File: src/rtl/single_cycle_core.sv
// single_cycle_core: RV32I-subset core that fetches, decodes, executes and commits one instruction per clock.
// Optional macro SCC_FULL_BRANCH_EN adds blt/bge/bltu/bgeu; without it those encodings execute as NOP.
`timescale 1ns/1ps

module scc_register_file (
  input  logic        clk,
  input  logic        rst,
  input  logic        we,
  input  logic [4:0]  ra1,
  input  logic [4:0]  ra2,
  input  logic [4:0]  wa,
  input  logic [31:0] wd,
  output logic [31:0] rd1,
  output logic [31:0] rd2
);
  logic [31:0] regs [0:31];

  always_ff @(posedge clk or posedge rst) begin
    if (rst) begin
      for (int i = 0; i < 32; i++) regs[i] <= '0;
    end else if (we && wa != 5'd0) begin
      regs[wa] <= wd;
    end
  end

  assign rd1 = (ra1 == 5'd0) ? '0 : regs[ra1];
  assign rd2 = (ra2 == 5'd0) ? '0 : regs[ra2];
endmodule

module single_cycle_core (
  input  logic        clk,
  input  logic        rst,
  output logic [31:0] instr_addr,
  input  logic [31:0] instr_data,
  output logic [31:0] data_addr,
  output logic [31:0] data_wd,
  output logic        data_write_enable,
  input  logic [31:0] data_data
);
  localparam logic [6:0] OP_LUI    = 7'b0110111;
  localparam logic [6:0] OP_AUIPC  = 7'b0010111;
  localparam logic [6:0] OP_JAL    = 7'b1101111;
  localparam logic [6:0] OP_JALR   = 7'b1100111;
  localparam logic [6:0] OP_BRANCH = 7'b1100011;
  localparam logic [6:0] OP_LOAD   = 7'b0000011;
  localparam logic [6:0] OP_STORE  = 7'b0100011;
  localparam logic [6:0] OP_IMM    = 7'b0010011;
  localparam logic [6:0] OP_REG    = 7'b0110011;

  typedef enum logic [3:0] {
    ALU_ADD, ALU_SUB, ALU_AND, ALU_OR, ALU_XOR,
    ALU_SLT, ALU_SLTU, ALU_SLL, ALU_SRL, ALU_SRA
  } alu_op_e;
  typedef enum logic [1:0] {A_RS1, A_PC, A_ZERO} a_sel_e;
  typedef enum logic [1:0] {WB_ALU, WB_MEM, WB_LINK} wb_sel_e;
  typedef enum logic [2:0] {IMM_I, IMM_S, IMM_B, IMM_U, IMM_J} imm_sel_e;

  typedef struct packed {
    logic     reg_we;
    wb_sel_e  wb;
    a_sel_e   asel;
    logic     bsel_imm;
    imm_sel_e imm_sel;
    alu_op_e  op;
    logic     store;
    logic     branch;
    logic     jal;
    logic     jalr;
  } ctrl_t;

  localparam ctrl_t CTRL_NOP = '{
    reg_we: 1'b0, wb: WB_ALU, asel: A_RS1, bsel_imm: 1'b0, imm_sel: IMM_I,
    op: ALU_ADD, store: 1'b0, branch: 1'b0, jal: 1'b0, jalr: 1'b0
  };

  logic [31:0] pc, pc_next, pc_plus4, pc_target;
  logic [6:0]  opcode, funct7;
  logic [2:0]  funct3;
  logic [31:0] rs1_val, rs2_val, imm, alu_a, alu_b, alu_y, wb_data;
  logic        br_taken, rf_we;
  ctrl_t       ctrl;
  alu_op_e     base_op;

  assign opcode = instr_data[6:0];
  assign funct3 = instr_data[14:12];
  assign funct7 = instr_data[31:25];

  // funct3 -> ALU op for the register/immediate arithmetic groups
  always_comb begin
    base_op = ALU_ADD;
    case (funct3)
      3'b000: base_op = ALU_ADD;
      3'b001: base_op = ALU_SLL;
      3'b010: base_op = ALU_SLT;
      3'b011: base_op = ALU_SLTU;
      3'b100: base_op = ALU_XOR;
      3'b101: base_op = ALU_SRL;
      3'b110: base_op = ALU_OR;
      default: base_op = ALU_AND;
    endcase
  end

  // Unrecognized encodings leave ctrl at CTRL_NOP: PC+4, no writes
  always_comb begin
    ctrl = CTRL_NOP;
    case (opcode)
      OP_LUI: begin
        ctrl.reg_we   = 1'b1;
        ctrl.asel     = A_ZERO;
        ctrl.bsel_imm = 1'b1;
        ctrl.imm_sel  = IMM_U;
      end
      OP_AUIPC: begin
        ctrl.reg_we   = 1'b1;
        ctrl.asel     = A_PC;
        ctrl.bsel_imm = 1'b1;
        ctrl.imm_sel  = IMM_U;
      end
      OP_JAL: begin
        ctrl.reg_we  = 1'b1;
        ctrl.wb      = WB_LINK;
        ctrl.imm_sel = IMM_J;
        ctrl.jal     = 1'b1;
      end
      OP_JALR: begin
        if (funct3 == 3'b000) begin
          ctrl.reg_we   = 1'b1;
          ctrl.wb       = WB_LINK;
          ctrl.bsel_imm = 1'b1;
          ctrl.jalr     = 1'b1;
        end
      end
      OP_BRANCH: begin
        ctrl.imm_sel = IMM_B;
        ctrl.branch  = 1'b1;
      end
      OP_LOAD: begin
        if (funct3 == 3'b010) begin
          ctrl.reg_we   = 1'b1;
          ctrl.wb       = WB_MEM;
          ctrl.bsel_imm = 1'b1;
        end
      end
      OP_STORE: begin
        if (funct3 == 3'b010) begin
          ctrl.store    = 1'b1;
          ctrl.bsel_imm = 1'b1;
          ctrl.imm_sel  = IMM_S;
        end
      end
      OP_IMM: begin
        ctrl.bsel_imm = 1'b1;
        ctrl.op       = base_op;
        case (funct3)
          3'b001: ctrl.reg_we = (funct7 == 7'b0000000);
          3'b101: begin
            ctrl.reg_we = (funct7 == 7'b0000000) || (funct7 == 7'b0100000);
            if (funct7 == 7'b0100000) ctrl.op = ALU_SRA;
          end
          default: ctrl.reg_we = 1'b1;
        endcase
      end
      OP_REG: begin
        ctrl.op = base_op;
        if (funct7 == 7'b0000000) begin
          ctrl.reg_we = 1'b1;
        end else if (funct7 == 7'b0100000) begin
          if (funct3 == 3'b000) begin
            ctrl.reg_we = 1'b1;
            ctrl.op     = ALU_SUB;
          end else if (funct3 == 3'b101) begin
            ctrl.reg_we = 1'b1;
            ctrl.op     = ALU_SRA;
          end
        end
      end
      default: ctrl = CTRL_NOP;
    endcase
  end

  always_comb begin
    imm = '0;
    case (ctrl.imm_sel)
      IMM_I:   imm = {{20{instr_data[31]}}, instr_data[31:20]};
      IMM_S:   imm = {{20{instr_data[31]}}, instr_data[31:25], instr_data[11:7]};
      IMM_B:   imm = {{19{instr_data[31]}}, instr_data[31], instr_data[7],
                      instr_data[30:25], instr_data[11:8], 1'b0};
      IMM_U:   imm = {instr_data[31:12], 12'b0};
      IMM_J:   imm = {{11{instr_data[31]}}, instr_data[31], instr_data[19:12],
                      instr_data[20], instr_data[30:21], 1'b0};
      default: imm = '0;
    endcase
  end

  assign rf_we = ctrl.reg_we & ~rst;

  scc_register_file register_file (
    .clk (clk),
    .rst (rst),
    .we  (rf_we),
    .ra1 (instr_data[19:15]),
    .ra2 (instr_data[24:20]),
    .wa  (instr_data[11:7]),
    .wd  (wb_data),
    .rd1 (rs1_val),
    .rd2 (rs2_val)
  );

  always_comb begin
    alu_a = rs1_val;
    case (ctrl.asel)
      A_PC:    alu_a = pc;
      A_ZERO:  alu_a = '0;
      default: alu_a = rs1_val;
    endcase
  end

  assign alu_b = ctrl.bsel_imm ? imm : rs2_val;

  always_comb begin
    alu_y = alu_a + alu_b;
    case (ctrl.op)
      ALU_SUB:  alu_y = alu_a - alu_b;
      ALU_AND:  alu_y = alu_a & alu_b;
      ALU_OR:   alu_y = alu_a | alu_b;
      ALU_XOR:  alu_y = alu_a ^ alu_b;
      ALU_SLT:  alu_y = {31'b0, $signed(alu_a) < $signed(alu_b)};
      ALU_SLTU: alu_y = {31'b0, alu_a < alu_b};
      ALU_SLL:  alu_y = alu_a << alu_b[4:0];
      ALU_SRL:  alu_y = alu_a >> alu_b[4:0];
      ALU_SRA:  alu_y = $signed(alu_a) >>> alu_b[4:0];
      default:  alu_y = alu_a + alu_b;
    endcase
  end

  // Branch unit: funct3 010/011 and (unless enabled) the ordered compares are never taken
  always_comb begin
    br_taken = 1'b0;
    case (funct3)
      3'b000: br_taken = (rs1_val == rs2_val);
      3'b001: br_taken = (rs1_val != rs2_val);
`ifdef SCC_FULL_BRANCH_EN
      3'b100: br_taken = ($signed(rs1_val) <  $signed(rs2_val));
      3'b101: br_taken = ($signed(rs1_val) >= $signed(rs2_val));
      3'b110: br_taken = (rs1_val <  rs2_val);
      3'b111: br_taken = (rs1_val >= rs2_val);
`else
      3'b100, 3'b101, 3'b110, 3'b111: br_taken = 1'b0;
`endif
      default: br_taken = 1'b0;
    endcase
  end

  assign pc_plus4  = pc + 32'd4;
  assign pc_target = pc + imm;

  always_comb begin
    pc_next = pc_plus4;
    if (ctrl.jalr)
      pc_next = {alu_y[31:1], 1'b0};
    else if (ctrl.jal || (ctrl.branch && br_taken))
      pc_next = pc_target;
  end

  always_comb begin
    wb_data = alu_y;
    case (ctrl.wb)
      WB_MEM:  wb_data = data_data;
      WB_LINK: wb_data = pc_plus4;
      default: wb_data = alu_y;
    endcase
  end

  always_ff @(posedge clk or posedge rst) begin
    if (rst) pc <= '0;
    else     pc <= pc_next;
  end

  assign instr_addr        = pc;
  assign data_addr         = alu_y;
  assign data_wd           = rs2_val;
  assign data_write_enable = ctrl.store & ~rst;
endmodule

File: config.mk
export PLATFORM = sky130hd
export DESIGN_NAME = single_cycle_core
export DESIGN_NICKNAME = d
export VERILOG_FILES = /design/src/rtl/single_cycle_core.sv
export SDC_FILE = /design/constraint.sdc
export NUM_CORES = 2
export LEC_CHECK = 0
export ABC_AREA = 1
export CORE_MARGIN = 2
export CORE_UTILIZATION = 50
export CTS_CLUSTER_DIAMETER = 100
export CTS_CLUSTER_SIZE = 14
export DETAILED_ROUTE_END_ITERATION = 10
export PLACE_DENSITY_LB_ADDON = 0.25
export SLEW_MARGIN = 10
export SYNTH_ARGS = -nofsm -noshare
export SYNTH_HDL_FRONTEND = slang
export SYNTH_SLANG_ARGS = --single-unit
File: constraint.sdc
create_clock -name clk -period 53.2 [get_ports clk]
set_input_delay 15.96 -clock clk [delete_from_list [all_inputs] [get_ports clk]]
set_output_delay 15.96 -clock clk [all_outputs]
set_load 0.02 [all_outputs]
==> summary.txt <==
Global routing
  – Gr usage total: between 40% and 50%
  – Pin count of the biggest net entering global routing: 208
  – First-pass GRT wire length: 548000 µm
  – Initial antenna violation count: 10
  – Grt total ovfl: 0
  – Vias in the first global route: around 80000

Run status
  – Status: finished, final reports clean

Route
  – Total number of vias: 86292
  – Drt pass-1 iters: 10
  – Drt wl/cell: roughly 29 µm
  – Initial DRC Count: about 16000
  – # DRC: 0
  – Total Wirelength: about 380000 µm
  – Vias per inst: approximately 6.5
  – Final ANT Viol Nets: 0

Run
  – Max capacitance violation total: 0

Yosys
  – Compound-Gate Fraction of Synth Area: between 10% and 20%
  – Xor/xnor share of the synthesized area: 0.967%
  – Post-Synth Simple-Gate Area: 43.0%
  – Ys async rst share: 100%
  – Leading area contributor after synthesis: dfrtp_1
  – Ys flop type: dfrtp_1
  – Synth area leaders: dfrtp_1, nand2_1, nand3_1
  – Register area share after synthesis: 35.2%
  – Synthesis warning total: 0
  – Main combinational cell family by area after synthesis: simple AND/OR/NAND/NOR gates
  – Netlist cell types: 64
  – Top cell type's share of synthesized area: approximately a third
  – Mean Syn Cell Area: about 6.4 µm²
  – Seq cells post-synth: approximately 1100
  – Post-Synth Adder-Cell Area: 2.29%
  – Post-synth EDFFs: 0
  – Synth Instances: roughly 12000
  – Mux cell area share after synthesis: 0%
  – Netlist Area Pre-Place: around 75000 µm²
  – Syn_nets: 11890

Die
  – Boundary Pins: 163
  – Die width: a little under 400 µm
  – Row count: between 100 and 150
  – Height of the die: a little under 400 µm
  – Die ar.: around 150000 µm²
  – Core ar.: 150000 µm²
  – Initial Util: between 50% and 60%

Final layout
  – Layout cells sized above 1: 4.42%
  – Nets: 11394
  – Most common cell after layout, fill and taps aside: nand2_1
  – Fill cells: about 15000
  – Area growth syn-to-layout: 4.81%
  – Core Util, Final: 52.7%
  – Most frequent cells in the layout: nand2_1, nand3_1, dfrtp_1, nor2_1, o21ai_0

CTS
  – CTS H-tree depth: 3
  – Post-CTS Resized: 0
  – Clock slew at reported path FFs: 0.06 ns
  – CTS tree: done
  – CTS Hold Buffers Added: 0
  – Clk root buf: clkbuf_16
  – Num Clock Sinks: ~1100
  – # Post-CTS Setup Buffers: 0
  – Clk_lat worst skew: roughly 0.75 ns
  – Number of buffers created by CTS: 86
  – CTS Buffer Depth: 3

Timing
  – Post-Route Setup TNS: 0 ns
  – Clock period minus final worst setup slack: 40.86 ns
  – Max frequency: between 20 and 25 MHz
  – Period utilization: roughly 77%
  – Final Hold Viols: 0
  – Layout Skew: ~0.055 ns
  – Max-slew headroom: between 2 and 2.5%
  – Worst-Margin Slew: 1.45 ns
  – Final setup fails: 0
  – RSZ-0062 raised after global routing: no
  – Final Max Tran Viols: 0

Setup path
  – Critical path required time: about 37 ns
  – CP Capture Type: output port
  – Max FO, Critical Path: 100
  – Crit path kind: in -> out
  – Startpoint types: primary input
  – Worst r2r path cells: 28
  – CP Data Arrival Time: between 20 and 25 ns
  – Reg2reg start: register_file.regs[160]
  – Worst R2R End: register_file.regs[532]
  – Worst R2R Setup Slack: ~46 ns

Pwr
  – Leak Pwr: 40.0 nW
  – PD cells: roughly 30 nW/µm²
  – Worst vdd ir: roughly 0.000025 V

Place
  – HPWL after DPL: 246000 µm
  – IO buf count: 162
  – Final GP Congestion: about 1.1

Hold path
  – WHS Endpoint: register_file.regs[1012]
  – Worst hold path class: reg -> reg
  – Hold path cells: 0
  – HP Start: register_file.regs[1012]
-- synthesized netlist by cell type (11+ instances only) --
master	n
a31oi_1	15
a21boi_0	16
o22ai_1	50
ha_1	133
nand3_1	2050
o21bai_1	11
inv_1	397
o21ai_0	662
buf_1	40
a21oi_1	180
nand2_1	4702
nand2_2	20
o221ai_1	148
o211ai_1	81
buf_4	128
buf_2	339
xnor2_1	18
nor4_1	17
o21ai_1	71
xor2_1	65
nor2_1	795
nor3_1	48
buf_6	48
dfrtp_1	1056
inv_2	22
clkbuf_1	387
nor2_2	13
nand4_1	49
or2_2	13
-- cell type report --
type	instances	area [µm²]	area share [%]
Multi-Input combinational cell	9259	42600	54.0
Clock inverter	9	143	0.181
Tap cell	2016	2520	3.20
Timing Repair Buffer	360	3220	4.08
Inverter	429	1690	2.15
Antenna cell	6	15.0	0.0191
Sequential cell	1056	26400	33.5
Clock buffer	88	2200	2.80
-- per-stage QoR --
step / worst slack [ns] / hold slack [ns] / cell area [µm²] / power [mW] / std cells
final: 12.34 / 0.404 / 78800 / 2.39 / 13223
after global routing: 12.27 / 0.418 / 78800 / 2.46 / 13220
after CTS: 12.96 / 0.405 / 78800 / 2.35 / 13217
after detailed placement: 12.99 / 0.389 / 76400 / 1.74 / 13120
after global placement: 13.06 / 0.386 / 76400 / 1.74 / 13120
after floorplan: 7.50 / 0.451 / 75200 / 1.41 / 11688
-- logic make-up (layout without fill, tap and decap cells) --
| kind of cell | after synthesis | after routing |
|---|---|---|
| other | 0 | 6 |
| xor gates and xnor gates | 83 | 83 |
| buffers and inverters | 1373 | 886 |
| DFF | 1056 | 1056 |
| adders and majority gates | 136 | 136 |
| and+or+nand+nor | 7749 | 7749 |
| AOI/OAI and AO/OA | 1291 | 1291 |
-- flip-flops by register name, indices dropped and copies added, names as in the netlist --
| name | flops |
|---|---|
| instr_addr | 32 |
| register_file.regs | 1024 |
-- metal layers --
layer / share of wire (%) / vias to the layer above / GRT usage (%)
li1: - / 37048 / -
met1: 37 / 40530 / 63.7
met2: 40 / 7169 / 67.9
met3: 15 / 1535 / 16.7
met4: 7.2 / 10 / 29.0
met5: 0.12 / - / 2.62
-- critical path: stages --
cell	delay (ns)
buf_8	0.49
buf_4	0.73
buf_4	0.80
buf_4	0.83
o21ai_0	0.20
o221ai_1	0.24
nand3_1	0.15
nand3_1	0.27
nand2_1	0.16
o21ai_0	0.76
o21ai_0	0.36
ha_1	0.49
nor2_1	0.22
inv_1	0.08
nor2_1	0.13
inv_1	0.06
o311ai_0	0.92
a21o_1	0.24
inv_1	0.06
o21ai_0	0.25
xor2_1	0.18
nand2_1	0.08
nand3_1	0.31
clkdlybuf4s50_1	0.69
-- power by group --
| group | switching [mW] | internal (mW) |
|---|---|---|
| Clock | 0.321 | 0.300 |
| Combinational | 0.664 | 0.229 |
| Sequential | 0.0493 | 0.830 |
| Total | 1.03 | 1.36 |
-- how the worst max path moves through the flow --
stage | from | endpoint | slack [ns]
floorplan | rst | instr_addr[0] | 7.50
detailed placement | instr_data[20] | data_addr[31] | 12.99
global placement | instr_data[20] | data_addr[31] | 13.06
finish | instr_data[20] | data_addr[31] | 12.34
CTS | instr_data[20] | data_addr[31] | 12.96
global route | instr_data[20] | data_addr[31] | 12.27
Power figures use the tool's default switching activity.
